### src/rtl/bcd_display_feeder.sv
// Sequential double-dabble binary-to-BCD converter feeding a 4-digit display bus port.
// Optional feature: define BCD_SATURATE_EN to clamp values above 9999 to 16'h9999.
module bcd_display_feeder (
  input  logic        clk,
  input  logic        rst_n,
  input  logic        start,
  input  logic [15:0] value,
  output logic        busy,
  output logic        done,
  output logic        overflow,
  output logic [1:0]  data_addr,
  output logic [31:0] data_out,
  output logic        write_enable,
  output logic [1:0]  window_size
);

  typedef enum logic [1:0] {
    ST_IDLE  = 2'd0,
    ST_SHIFT = 2'd1,
    ST_WRITE = 2'd2
  } state_t;

  state_t      r_state;
  logic [35:0] r_scratch;
  logic [3:0]  r_cnt;
  logic [15:0] r_pend_value;
  logic        r_pend_valid;
  logic        r_armed;
  logic        r_busy;
  logic        r_done;
  logic        r_overflow;
  logic [31:0] r_data_out;
  logic        r_write_enable;

  logic [35:0] w_dabbled;
  logic [35:0] w_step;
  logic [15:0] w_digits;
  logic        w_lost_digit;

  function automatic logic [19:0] add3_digits(input logic [19:0] bcd);
    logic [19:0] res;
    logic [3:0]  d;
    res = 20'h0;
    for (int i = 0; i < 5; i++) begin
      d = bcd[i*4 +: 4];
      if (d >= 4'd5) begin
        res[i*4 +: 4] = d + 4'd3;
      end else begin
        res[i*4 +: 4] = d;
      end
    end
    return res;
  endfunction

  // One double-dabble iteration and the display digits it would yield on the last step.
  always_comb begin
    w_dabbled    = {add3_digits(r_scratch[35:16]), r_scratch[15:0]};
    w_step       = w_dabbled << 6'd1;
    w_lost_digit = (w_step[35:32] != 4'd0);
`ifdef BCD_SATURATE_EN
    if (w_lost_digit) begin
      w_digits = 16'h9999;
    end else begin
      w_digits = w_step[31:16];
    end
`else
    w_digits = w_step[31:16];
`endif
  end

  // Conversion FSM with pending buffer; all outputs registered here.
  always_ff @(posedge clk or negedge rst_n) begin
    if (!rst_n) begin
      r_state        <= ST_IDLE;
      r_scratch      <= 36'h0;
      r_cnt          <= 4'd0;
      r_pend_value   <= 16'h0;
      r_pend_valid   <= 1'b0;
      r_armed        <= 1'b0;
      r_busy         <= 1'b0;
      r_done         <= 1'b0;
      r_overflow     <= 1'b0;
      r_data_out     <= 32'h0;
      r_write_enable <= 1'b0;
    end else begin
      // The first edge after reset release only arms the block, so a start there is dropped.
      r_armed        <= 1'b1;
      r_done         <= 1'b0;
      r_write_enable <= 1'b0;
      case (r_state)
        ST_IDLE: begin
          if (r_armed && start) begin
            r_scratch <= {20'h0, value};
            r_cnt     <= 4'd0;
            r_state   <= ST_SHIFT;
            r_busy    <= 1'b1;
          end else begin
            r_busy    <= 1'b0;
          end
        end
        ST_SHIFT: begin
          r_scratch <= w_step;
          r_cnt     <= r_cnt + 4'd1;
          r_busy    <= 1'b1;
          if (start) begin
            r_pend_value <= value;
            r_pend_valid <= 1'b1;
          end
          if (r_cnt == 4'd15) begin
            r_state        <= ST_WRITE;
            r_write_enable <= 1'b1;
            r_done         <= 1'b1;
            r_data_out     <= {16'h0, w_digits};
            r_overflow     <= w_lost_digit;
          end
        end
        ST_WRITE: begin
          // A start in this cycle is newer than anything buffered, so it wins.
          if (start) begin
            r_scratch    <= {20'h0, value};
            r_cnt        <= 4'd0;
            r_state      <= ST_SHIFT;
            r_pend_valid <= 1'b0;
            r_busy       <= 1'b1;
          end else if (r_pend_valid) begin
            r_scratch    <= {20'h0, r_pend_value};
            r_cnt        <= 4'd0;
            r_state      <= ST_SHIFT;
            r_pend_valid <= 1'b0;
            r_busy       <= 1'b1;
          end else begin
            r_state      <= ST_IDLE;
            r_busy       <= 1'b0;
          end
        end
        default: begin
          r_state      <= ST_IDLE;
          r_pend_valid <= 1'b0;
          r_busy       <= 1'b0;
        end
      endcase
    end
  end

  assign busy         = r_busy;
  assign done         = r_done;
  assign overflow     = r_overflow;
  assign data_out     = r_data_out;
  assign write_enable = r_write_enable;
  assign data_addr    = 2'b00;
  assign window_size  = 2'b01;

endmodule

### config.mk
export PLATFORM = sky130hd
export DESIGN_NAME = bcd_display_feeder
export DESIGN_NICKNAME = d
export VERILOG_FILES = /design/src/rtl/bcd_display_feeder.sv
export SDC_FILE = /design/constraint.sdc
export NUM_CORES = 1
export LEC_CHECK = 0
export CORE_ASPECT_RATIO = 1.4
export CORE_UTILIZATION = 25
export DETAILED_ROUTE_END_ITERATION = 7
export HOLD_SLACK_MARGIN = 0.06
export PLACE_DENSITY = 0.41
export SYNTH_ARGS = -nofsm -noshare
export SYNTH_HDL_FRONTEND = slang
export SYNTH_SLANG_ARGS = --single-unit
### constraint.sdc
create_clock -name clk -period 2.8 [get_ports clk]
set_input_delay 0.7 -clock clk [delete_from_list [all_inputs] [get_ports clk]]
set_output_delay 0.7 -clock clk [all_outputs]
set_load 0.02 [all_outputs]
### Word level (Yosys, flattened, before mapping)

Cells that the tools add are included.

* $add $sub $neg: 6
* multiply operators: 0
* divide/modulo/power cells: 0
* magnitude comparators: 5
* equal/unequal tests: 7
* shift-type cells: 0
* muxes and demuxes: 26
* bitwise gates (word level): 1
* reductions and logical operators: 9

Operators with widths (count)
* $mux 36: 3
* $pmux 36 s3: 1
* $mux 4: 7
* $ge 4x3->1 const B: 5
* $add 4x2->4 const B: 4
* $pmux 4 s3: 1
* $mux 1: 8
* $reduce_and 2->1: 4
* $ne 2x2->1 const B: 3
* $pmux 2 s3: 1
* $add 4x1->4 const B: 1
* $eq 4x4->1 const B: 1
* $mux 2: 2
* $reduce_bool 4->1: 1
* $add 3x2->3 const B: 1
* $mux 3: 1
* $ne 3x3->1 const B: 1
* $pmux 1 s3: 1
* $reduce_and 3->1: 1
* $reduce_bool 3->1: 1
* $eq 2x1->1 const B: 1
* $eq 2x2->1 const B: 1
* $logic_not 2->1: 1
* $pmux 1 s2: 1
* 2 further kinds: 2

* register bits after elaboration: 79
* latch bits: 0
* RAM bits: 0
* bits in read-only memories: 0
* input bits: 19
* output and inout bits: 40
* word-level logic and storage cells: 64
* memories kept: 0

### Logic depth before layout (Yosys ltp)

Gate-level depths: netlist of the first run.

* depth after elaboration: 3
* mapped depth: 8
* depth with buffers taken out: 6

### Least setup slack after synthesis of the first run

OpenSTA, ideal clock, no wires.

* path type: in2reg
* from: input port start
* to: register r_scratch[22]
* setup time: 0.121 ns
* arrival time: 1.642 ns
* required time: 2.679 ns
* setup slack: 1.037 ns
* stages: 6
* buffers on the path: 3
* path through: buf_2 a22oi_4 or2_1 buf_6 buf_6 a22o_1

* longest elaborated chain between the ends: 3
* elaborated cells on any way between the ends: 6
* those cells by class: eq/ne (2); mux (2); reduce/logical (2)

Ends and longest elaborated chain
* from (decl): RTL line 6 `input logic start,`
* $logic_and 1x1->1: RTL line 92 `if (r_armed && start) begin`
* $ne 2x2->1 (no line)
* $reduce_and 3->1 (no line)
* to (signal assigned): RTL line 93 `r_scratch <= {20'h0, value};`
* to (signal assigned): RTL line 102 `r_scratch <= w_step;`
* to (signal assigned): RTL line 120 `r_scratch <= {20'h0, value};`
* to (decl): RTL line 24 `logic [35:0] r_scratch;`

Several ways; a longest one is shown, not always the timed one.
A chain may end at the register's enable or synchronous reset.

### Worst setup path after layout of the first run

* from: register r_state[0]
* to: register r_scratch[3]

* longest elaborated chain between the ends: 3
* elaborated cells on any way between the ends: 8
* those cells by class: eq/ne (4); mux (1); reduce/logical (3)

Ends and longest elaborated chain
* from (decl): RTL line 23 `state_t r_state;`
* from (signal assigned): RTL line 74 `r_state <= ST_IDLE;`
* from (signal assigned): RTL line 95 `r_state <= ST_SHIFT;`
* from (signal assigned): RTL line 110 `r_state <= ST_WRITE;`
* $eq 2x2->1 (tied with other cells): RTL line 90 `case (r_state)`
* $ne 3x3->1 (no line) (tied with other cells)
* $reduce_and 3->1 (no line)

Several ways; a longest one is shown, not always the timed one.

==> metrics, run 1 <==
initial standard-cell utilization of the core=25.7%; startpoint of the most critical register-to-register path=r_state[0]$_DFFE_PN0P_; number of vias in the routed layout=3076; area fraction in and, or, nand and nor cells after synthesis=8.36%; netlist area before placement=4190 µm²; Crit-path slowest cell=sky130_fd_sc_hd__clkinv_1; antenna-violating nets left=0; average vias per placed instance=4.84; XOR/XNOR Fraction of Synth Area=1.04%; unrepaired setup endpoints after global routing=false; setup slack of the critical path after layout=0.693 ns; post-synthesis adder-cell area fraction=4.48%; drt total wl=9990 µm; Util after Layout=31.1%; global-route wire length before repair=17200 µm; largest net degree at the start of global routing=51; per-instance average area after synthesis=10.7 µm²; failing checks=design-rule violations; sequential fraction of the synthesis area=47.2%; layout net count=465; Finished Cell Area=5080 µm²; relative max-transition margin=62.0%; x dimension of the die=111 µm; worst slew pin tran=0.569 ns; Hold WC Path Type=in2async; peak supply drop=0.311 mV; final-layout setup total negative slack=0 ns; first-pass iteration count of the detailed router=8; overall overflow remaining after global route=0; Port Buffer Count=38; TritonCTS Sinks=79; number of design-rule violations left by the first detailed-router iteration=185; sum of buffers and inverters on the critical path=3; CTS Root Cell=sky130_fd_sc_hd__clkbuf_16; final total power=4.08 mW; DP Area=4750 µm²; clock insertion delay at the later pin of the skew report=0.34 ns; compound-cell area share of the yosys netlist=23.3%; synthesized flop and latch total=79; count of max-cap constraint violations=0; Detail Placement HPWL=6700 µm; Core Box Area=16300 µm²; routed length per placed instance=15.7 µm; buffers inserted by post-CTS timing repair=0; routability-driven placement congestion ratio=0.707; achievable frequency=475 MHz; number of antenna violations at the first check in global routing=0; Worst Setup Start Kind=flop; final number of max-transition violations=0; multiplexer share of the synthesized area=7.40%; ratio of cells with drive above 1 in the final layout=15.4%; Final Hold Viols=0; leakage power of the design=2.15 nW; antenna fix cells=0; Setup violations, final=0; number of library cell types mapped by synthesis=44; data required time at the worst endpoint=3.05 ns; main flop type after synthesis=sky130_fd_sc_hd__dfrtp_1; length in cells of the worst reg-to-reg path=7; Synth async-reset ratio=100%; worst slack at placement=0.338 ns; maximum clock skew at final layout=0.00651 ns; start-to-end type of the worst setup path=reg2reg; Synth warnings=0; number of global-route vias before repair=3296; area grow syn2layout=21.1%; cells along the critical path=inv_1 -> ha_1 -> clkinv_1 -> nor2_1 -> buf_4 -> a222oi_1 -> o21ai_0; total of cells resized after clock tree synthesis=0; EDFF count, synth=0; number of non-filler instances in the completed layout=635; r2r setup slk=0.69 ns; Hold-fix buffers, CTS=0; global-route usage over all layers=12.7%; number of buffers inserted during clock tree synthesis=9; Min Hold Slack=0.303 ns; die outline area=17300 µm²; die boundary height=155 µm; drt drc=7; Reg2Reg Capture Point=r_scratch[3]$_DFFE_PN0P_; critical path fanouts, max=17; Post-Syn Instances=393; H-tree levels=3; main combinational cell family by area after synthesis=compound AO/OA/AOI/OAI gates; total power divided by cell area=803 nW/µm²; clock-pin slew reported for the worst setup and hold paths after clock tree synthesis=0.06 ns; placed cell count=619; crit end category=flop; endpoint arrival time on the critical path=2.36 ns; crit-path max cell delay=0.45 ns; result of the run=complete, but fails checks; period utilization=75.3%; total number of placement rows=55; top-level port count=59; number of buffers between clock root and the deepest sink=2; TritonCTS clock tree=built; kind of cell adding the most delay to the critical path=buffers and inverters; number of inserted filler cells in the final layout=1696; final period demand of the worst path=2.11 ns
cell type report:
type                    count  area (µm²)  share of cell area [%]
clock inverters             3        65.1                    1.28
clock buffers              13         260                    5.13
multi-input cells         271        1950                    38.3
inverters                  17        63.8                    1.26
flip-flops and latches     79        1980                    38.9
repair buffers             53         515                    10.2
well taps                 199         249                    4.90
logic make-up after synthesis:
family                     after synthesis
AOI/OAI and AO/OA                      140
DFF                                     79
and+or+nand+nor                         62
buffers and inverters                   62
muxes                                   28
adders and majority gates               15
xor gates and xnor gates                 5
other                                    2
Yosys cell counts, types with 2 or more instances:
| library cell | n | area share, % |
|---|---|---|
| sky130_fd_sc_hd__nor3b_1 | 9 | 1.6 |
| sky130_fd_sc_hd__mux2i_1 | 4 | 0.95 |
| sky130_fd_sc_hd__a22o_1 | 22 | 4.6 |
| sky130_fd_sc_hd__buf_6 | 2 | 0.54 |
| sky130_fd_sc_hd__buf_2 | 7 | 0.84 |
| sky130_fd_sc_hd__o21ai_0 | 61 | 7.3 |
| sky130_fd_sc_hd__inv_1 | 15 | 1.3 |
| sky130_fd_sc_hd__conb_1 | 2 | 0.18 |
| sky130_fd_sc_hd__nor2_1 | 4 | 0.36 |
| sky130_fd_sc_hd__dfrtp_1 | 79 | 47 |
| sky130_fd_sc_hd__a21oi_1 | 22 | 2.6 |
| sky130_fd_sc_hd__o31ai_2 | 7 | 2.1 |
| sky130_fd_sc_hd__nand3b_1 | 3 | 0.54 |
| sky130_fd_sc_hd__ha_1 | 15 | 4.5 |
| sky130_fd_sc_hd__nand2_1 | 20 | 1.8 |
| sky130_fd_sc_hd__a222oi_1 | 14 | 3.3 |
| sky130_fd_sc_hd__mux2_2 | 24 | 6.4 |
| sky130_fd_sc_hd__clkbuf_1 | 12 | 1.1 |
| sky130_fd_sc_hd__o21ai_1 | 2 | 0.24 |
| sky130_fd_sc_hd__nor3_1 | 5 | 0.60 |
| sky130_fd_sc_hd__nand3_1 | 3 | 0.36 |
| sky130_fd_sc_hd__buf_4 | 22 | 3.9 |
| sky130_fd_sc_hd__nand2b_1 | 8 | 1.2 |
| sky130_fd_sc_hd__or3_1 | 4 | 0.60 |
| sky130_fd_sc_hd__xnor2_1 | 5 | 1.0 |
| sky130_fd_sc_hd__a32o_1 | 4 | 0.95 |
cell usage in the layout, fill, tap and decap left out, types with 2 or more instances in the layout:
cell type                         instances
sky130_fd_sc_hd__dfrtp_1                 79
sky130_fd_sc_hd__o21ai_0                 61
sky130_fd_sc_hd__clkdlybuf4s50_1         37
sky130_fd_sc_hd__mux2_2                  24
sky130_fd_sc_hd__a21oi_1                 22
sky130_fd_sc_hd__a22o_1                  22
sky130_fd_sc_hd__conb_1                  21
sky130_fd_sc_hd__nand2_1                 20
sky130_fd_sc_hd__inv_1                   15
sky130_fd_sc_hd__ha_1                    15
sky130_fd_sc_hd__a222oi_1                14
sky130_fd_sc_hd__buf_4                   14
sky130_fd_sc_hd__nor3b_1                  9
sky130_fd_sc_hd__clkbuf_16                9
sky130_fd_sc_hd__nand2b_1                 8
sky130_fd_sc_hd__o31ai_2                  7
sky130_fd_sc_hd__xnor2_1                  5
sky130_fd_sc_hd__nor3_1                   5
sky130_fd_sc_hd__nor2_1                   4
sky130_fd_sc_hd__mux2i_1                  4
sky130_fd_sc_hd__or3_1                    4
sky130_fd_sc_hd__a32o_1                   4
sky130_fd_sc_hd__nand3b_1                 3
sky130_fd_sc_hd__nand3_1                  3
sky130_fd_sc_hd__o21ai_1                  2
sky130_fd_sc_hd__bufinv_16                2
sky130_fd_sc_hd__clkbuf_1                 2
sky130_fd_sc_hd__clkbuf_8                 2
sky130_fd_sc_hd__buf_12                   2
worst max path at each step:
stage                                      start                        end  slack, ns  cells past startpoint
after floorplan                            start  r_scratch[22]$_DFFE_PN0P_       1.04                      6
after global placement                     start  r_scratch[31]$_DFFE_PN0P_       0.37                      6
after detailed placement                   start  r_scratch[31]$_DFFE_PN0P_       0.34                      6
after CTS                 r_state[0]$_DFFE_PN0P_   r_scratch[2]$_DFFE_PN0P_       0.66                      6
after global routing      r_state[0]$_DFFE_PN0P_   r_scratch[8]$_DFFE_PN0P_       0.41                      7
final                     r_state[0]$_DFFE_PN0P_   r_scratch[3]$_DFFE_PN0P_       0.69                      7
power by group:
group / leakage (nW) / total [mW] / switching, mW / internal [mW]
registers: 1.04 / 1.57 / 0.159 / 1.41
logic: 0.951 / 1.20 / 0.682 / 0.518
clock network: 0.160 / 1.30 / 0.473 / 0.829
flip-flops by register name, summed over array words and instances, names as in the netlist:
name / cells
r_armed: 1
r_pend_value: 16
overflow: 1
r_state: 2
data_out: 16
r_scratch: 36
r_pend_valid: 1
write_enable: 1
busy: 1
r_cnt: 4
routing by layer:
metal | GRT usage [%] | up-vias | wire length, µm
li1 | - | 1489 | -
met1 | 14.3 | 1512 | 4160
met2 | 23.6 | 64 | 5380
met3 | 1.79 | 11 | 297
met4 | 6.11 | 0 | 155
met5 | 0 | - | 0
(Power assumes the default switching activity.)
==> inputs of run 2 (changes only) <==
--- a/config.mk
+++ b/config.mk
@@ -9,7 +9,7 @@
 export CORE_UTILIZATION = 25
 export DETAILED_ROUTE_END_ITERATION = 7
 export HOLD_SLACK_MARGIN = 0.06
-export PLACE_DENSITY = 0.41
+export PLACE_DENSITY = 0.42
 export SYNTH_ARGS = -nofsm -noshare
 export SYNTH_HDL_FRONTEND = slang
 export SYNTH_SLANG_ARGS = --single-unit
==> constraint.sdc (replaced) <==
create_clock -name clk -period 1.7 [get_ports clk]
set_input_delay 0.425 -clock clk [delete_from_list [all_inputs] [get_ports clk]]
set_output_delay 0.425 -clock clk [all_outputs]
set_load 0.02 [all_outputs]
==> metrics, run 2 (same netlist as run 1, synthesis figures left out) <==
clock-pin slew reported for the worst setup and hold paths after clock tree synthesis=0.06 ns (about the same); number of antenna violations at the first check in global routing=0 (unchanged); average vias per placed instance=4.84 (-0.10%); global-route wire length before repair=17400 µm (+1.1%); global-route layer with the greatest usage=met2; crit end category=flop; most frequent cells in the layout=79 x sky130_fd_sc_hd__dfrtp_1, 49 x sky130_fd_sc_hd__o21ai_0, 31 x sky130_fd_sc_hd__buf_4; routability-driven placement congestion ratio=0.769 (+8.7%); TritonCTS clock tree=built; total number of placement rows=55 (unchanged); global-route usage over all layers=12.9% (+0.11 points); overall overflow remaining after global route=0 (unchanged); achievable frequency=590 MHz (+24%); peak supply drop=0.524 mV (+68%); share of total power in the clock network=24.0% (-8.0 points); drt total wl=10300 µm (+3.5%); H-tree levels=3 (unchanged); number of global-route vias before repair=3323 (+0.82%); top-level port count=59 (unchanged); most common cell after layout, fill and taps aside=sky130_fd_sc_hd__dfrtp_1; antenna fix cells=0 (unchanged); initial standard-cell utilization of the core=25.7% (unchanged); die outline area=17300 µm² (unchanged); start-to-end type of the worst setup path=reg2reg; Detail Placement HPWL=7120 µm (+6.2%); x dimension of the die=111 µm (unchanged); Largest register FFs=36 (unchanged); Comb pwr share=38.8% (+9.4 points); ratio of cells with drive above 1 in the final layout=24.2% (+8.9 points); net switching share of the total power=33.2% (+0.96 points); Biggest register=r_scratch; data required time at the worst endpoint=1.92 ns (-1.13 ns); die boundary height=155 µm (unchanged); CTS Root Cell=sky130_fd_sc_hd__clkbuf_16; sequential group share of total power=37.2% (-1.4 points); final number of max-transition violations=0 (unchanged); first-pass iteration count of the detailed router=7 (-1); M1 GR Usage=14.9% (+0.59 points); Crit-path slowest cell=sky130_fd_sc_hd__dfrtp_1; unrepaired setup endpoints after global routing=true; met3 track demand over resource in global routing=1.71% (-0.078 points); area grow syn2layout=30.2%; layout net count=499 (+7.3%); number of vias in the routed layout=3218 (+4.6%); largest net degree at the start of global routing=34 (-33%); Setup violations, final=0 (unchanged); number of non-filler instances in the completed layout=665 (+4.7%); internal power consumption=4.65 mW (+68%); cells along the critical path=buf_6 -> ha_4 -> nand2b_4 -> a22oi_4 -> or2_4 -> buf_6 -> a22o_1; clock insertion delay at the later pin of the skew report=0.33 ns (about the same); count of max-cap constraint violations=0 (unchanged); drt drc=7 (unchanged); number of buffers between clock root and the deepest sink=2 (unchanged); Worst Setup Start Kind=flop; length in cells of the worst reg-to-reg path=7 (unchanged); Hold WC Path Type=reg2reg; routed length per placed instance=15.5 µm (-1.2%); antenna-violating nets left=0 (unchanged); Min Hold Slack=0.479 ns (+0.176 ns); number of design-rule violations left by the first detailed-router iteration=240 (+30%); TritonCTS Sinks=79 (unchanged); result of the run=complete, but fails checks; crit-path max cell delay=0.40 ns (-0.05 ns); cell seen most often among critical-path stages=sky130_fd_sc_hd__buf_6; failing checks=design-rule violations; switching component of the power=2.31 mW (+76%); leakage power of the design=2.43 nW (+13%); Final Hold Viols=0 (unchanged); number of buffers inserted during clock tree synthesis=9 (unchanged); Util after Layout=33.5% (+2.3 points); endpoint arrival time on the critical path=1.91 ns (-0.45 ns); Cells on Worst Hold Path=2; Port Buffer Count=38 (unchanged); maximum clock skew at final layout=0.00328 ns (-0.00323 ns); total power divided by cell area=1280 nW/µm² (+59%); GRT met2 Usage=23.2% (-0.39 points); critical path fanouts, max=11 (-6); Core Box Area=16300 µm² (unchanged); period utilization=99.7% (+24 points); placed cell count=645 (+4.2%); final period demand of the worst path=1.70 ns (-0.412 ns)
run 2: layout make-up:
type	count	area, µm²
clock inverters	3	15.0
repair buffers	87	893
inverters	17	66.3
clock buffers	9	225
well taps	199	249
multi-input cells	271	2030
fillers	1687	10800
flip-flops and latches	79	1980
run 2: per-layer routing:
| layer | part of all wire (%) | routed length [µm] |
|---|---|---|
| met1 | 41 | 4240 |
| met2 | 54 | 5570 |
| met3 | 3.3 | 345 |
| met4 | 1.7 | 180 |
| met5 | 0 | 0 |
run 2: worst max-delay path, delay by kind of cell (launching register included):
family,cells,cell delay (ns)
buffers and inverters,2,0.30
AND/OR/NAND/NOR,2,0.38
flip-flops,1,0.40
adder cells (fa/ha/maj),1,0.16
AO/OA/AOI/OAI,2,0.33
run 2: what timing repair did:
action | in CTS | in global routing
endpoints found under the setup margin | 55 | 37
resized for setup | 34 | 28
hold buffers | 1 | 0
pin swaps | 6 | 14
buffers inserted | 3 | 6
gates cloned | 1 | 0
endpoints found under the hold margin | 19 | 0
run 2: per-stage QoR:
step                      TNS (ns)  cell area [µm²]  power (mW)  setup WS [ns]
after floorplan                  0             4270        4.04        0.00273
after global placement      -14.85             5000        4.87         -0.384
after detailed placement    -15.31             5000        4.90         -0.431
after CTS                  -0.0754             5320        6.82        -0.0464
after global routing         -1.13             5460        7.44        -0.0616
final                            0             5460        6.97        0.00483
run 2: path summary, 6_finish.rpt:
kind,slack [ns],end,startpoint
worst max-delay path,0.005,r_scratch[21]$_DFFE_PN0P_,r_state[1]$_DFFE_PN0P_
worst min-delay path,0.48,data_out[12]$_DFFE_PN0P_,data_out[12]$_DFFE_PN0P_
worst max register to register,0.005,r_scratch[21]$_DFFE_PN0P_,r_state[1]$_DFFE_PN0P_
worst min register to register,0.48,data_out[12]$_DFFE_PN0P_,data_out[12]$_DFFE_PN0P_
max in group asynchronous,0.66,r_scratch[1]$_DFFE_PN0P_,rst_n
min in group asynchronous,0.53,r_scratch[22]$_DFFE_PN0P_,rst_n
run 2: power groups by stage:
stage,clock (mW),sequential (mW),combinational [mW]
finish,1.67,2.59,2.70
CTS,1.73,2.59,2.50
global route,1.81,2.65,2.98
floorplan,0,2.56,1.49
detailed placement,0,2.62,2.28
global placement,0,2.61,2.26
==> inputs of run 3 (changes only) <==
--- a/config.mk
+++ b/config.mk
@@ -8,6 +8,7 @@
 export CORE_ASPECT_RATIO = 1.4
 export CORE_UTILIZATION = 25
 export DETAILED_ROUTE_END_ITERATION = 7
+export GPL_TIMING_DRIVEN = 0
 export HOLD_SLACK_MARGIN = 0.06
 export PLACE_DENSITY = 0.42
 export SYNTH_ARGS = -nofsm -noshare
==> metrics, run 3 (same netlist as run 1, synthesis figures left out) <==
result of the run=complete, but fails checks; failing checks=design-rule violations, negative setup slack; overall overflow remaining after global route=0 (unchanged); die outline area=17300 µm² (unchanged); Detail Placement HPWL=7160 µm (+0.57%); average vias per placed instance=4.79 (-0.97%); die boundary height=155 µm (unchanged); largest net degree at the start of global routing=50 (+47%); total number of placement rows=55 (unchanged); maximum clock skew at final layout=0.00608 ns (+0.00280 ns); achievable frequency=559 MHz (-5.2%); top-level port count=59 (unchanged); hold_sp=data_out[12]$_DFFE_PN0P_; TritonCTS Sinks=79 (unchanged); placed cell count=649 (+0.62%); number of buffers inserted during clock tree synthesis=9 (unchanged); most frequent cells in the layout=79 x sky130_fd_sc_hd__dfrtp_1, 39 x sky130_fd_sc_hd__buf_4, 35 x sky130_fd_sc_hd__o21ai_0; CTS Root Cell=sky130_fd_sc_hd__clkbuf_16; number of design-rule violations left by the first detailed-router iteration=166 (-31%); leakage power of the design=2.70 nW (+11%); initial standard-cell utilization of the core=25.7% (unchanged); most common cell after layout, fill and taps aside=sky130_fd_sc_hd__dfrtp_1; Crit-path slowest cell=sky130_fd_sc_hd__dfrtp_1; number of buffers between clock root and the deepest sink=2 (unchanged); peak supply drop=0.607 mV (+16%); final number of max-transition violations=0 (unchanged); Min Hold Slack=0.473 ns (-0.00554 ns); Finished Cell Area=5950 µm² (+9.0%); unrepaired setup endpoints after global routing=true; global-route usage over all layers=13.3% (+0.41 points); routability-driven placement congestion ratio=0.740 (-3.7%); DP Area=4910 µm² (-1.7%); data required time at the worst endpoint=1.92 ns (about the same); routed length per placed instance=16.0 µm (+3.2%); number of global-route vias before repair=3337 (+0.42%); crit-path max cell delay=0.41 ns (about the same); Final Hold Viols=0 (unchanged); antenna fix cells=0 (unchanged); period utilization=105% (+5.4 points); total power divided by cell area=1400 nW/µm² (+9.6%); setup slack of the critical path after layout=-0.0878 ns (-0.0926 ns); worst slack at placement=-0.429 ns (+0.00264 ns); worst slew pin tran=0.500 ns; cells along the critical path=inv_2 -> ha_4 -> buf_4 -> nand2_4 -> buf_12 -> nor3_1 -> or3_1 -> a32o_1; H-tree levels=3 (unchanged); Port Buffer Count=37 (-2.6%); drt drc=14 (+7); final period demand of the worst path=1.79 ns (+0.0926 ns); TritonCTS clock tree=built; layout net count=527 (+5.6%); ratio of cells with drive above 1 in the final layout=30.7% (+6.5 points); crit end category=flop; global-route wire length before repair=17900 µm (+3.2%); Setup violations, final=30 (+30); first-pass iteration count of the detailed router=7 (unchanged); clock insertion delay at the later pin of the skew report=0.34 ns (about the same); number of vias in the routed layout=3340 (+3.8%); startpoint of the most critical register-to-register path=r_state[0]$_DFFE_PN0P_; Largest register FFs=36 (unchanged); number of antenna violations at the first check in global routing=0 (unchanged); kind of cell adding the most delay to the critical path=simple AND/OR/NAND/NOR gates; Biggest register=r_scratch; relative max-transition margin=66.7%; number of non-filler instances in the completed layout=697 (+4.8%); start-to-end type of the worst setup path=reg2reg; count of max-cap constraint violations=0 (unchanged); clock-pin slew reported for the worst setup and hold paths after clock tree synthesis=0.06 ns (about the same); endpoint arrival time on the critical path=2.01 ns (+0.10 ns); Hold WC Path Type=reg2reg; Core Box Area=16300 µm² (unchanged); critical path fanouts, max=4 (-7); x dimension of the die=111 µm (unchanged); Worst Setup Start Kind=flop; antenna-violating nets left=0 (unchanged); drt total wl=11200 µm (+8.1%); area grow syn2layout=42.0%; start point of the critical path=r_state[0]$_DFFE_PN0P_; sum of buffers and inverters on the critical path=3 (+1)
==> run 3: cell type report <==
class / count / area, µm²
plain buffers: 45 / 379
clock buffers: 10 / 239
clock inverters: 6 / 155
fillers: 1622 / 10400
inverters: 17 / 76.3
multi-input cells: 271 / 2140
flip-flops and latches: 79 / 1980
well taps: 199 / 249
repair buffers: 70 / 742
==> run 3: per-layer routing <==
layer	track usage, %	part of all wire, %
met1	15.5	40
met3	2.38	4.2
met5	0	0
met2	24.1	54
met4	4.89	0.99
==> run 3: final timing paths <==
check | cells past startpoint | endpoint | slack, ns
min in group asynchronous | 2 | data_out[8]$_DFFE_PN0P_ | 0.58
max in group asynchronous | 3 | r_armed$_DFF_PN0_ | 0.51
min reg2reg | 2 | data_out[12]$_DFFE_PN0P_ | 0.47
max reg2reg | 8 | r_scratch[19]$_DFFE_PN0P_ | -0.09
min | 2 | data_out[12]$_DFFE_PN0P_ | 0.47
max | 8 | r_scratch[19]$_DFFE_PN0P_ | -0.09
==> run 3: worst min-delay path: stages (launching register included) <==
cell	delay, ns
sky130_fd_sc_hd__dfrtp_1	0.34
sky130_fd_sc_hd__nand2_1	0.04
sky130_fd_sc_hd__o21ai_0	0.06
==> run 3: timing repair <==
item / in CTS / in global routing
cloned: 1 / 5
resized for setup: 76 / 67
buffers inserted: 18 / 7
endpoints found under the setup margin: 89 / 71
hold endpoints to repair: 30 / 0
hold buffers: 1 / 0
pin swaps: 14 / 34
==> run 3: report_power, final <==
group          internal [mW]  switching (mW)  total, mW
Clock                   1.77           0.791       2.56
Sequential              2.33           0.259       2.59
Combinational           1.62            1.56       3.17
==> run 3: metrics by stage <==
step / total power, mW / setup TNS [ns] / utilization (%)
2_1_floorplan: 4.04 / 0 / -
3_3_place_gp: 4.64 / -254.59 / 30.0
3_5_place_dp: 4.66 / -20.92 / 30.1
4_1_cts: 7.76 / -0.300 / 34.5
5_1_grt: 8.79 / -4.34 / 36.5
6_report: 8.32 / -0.648 / 36.5
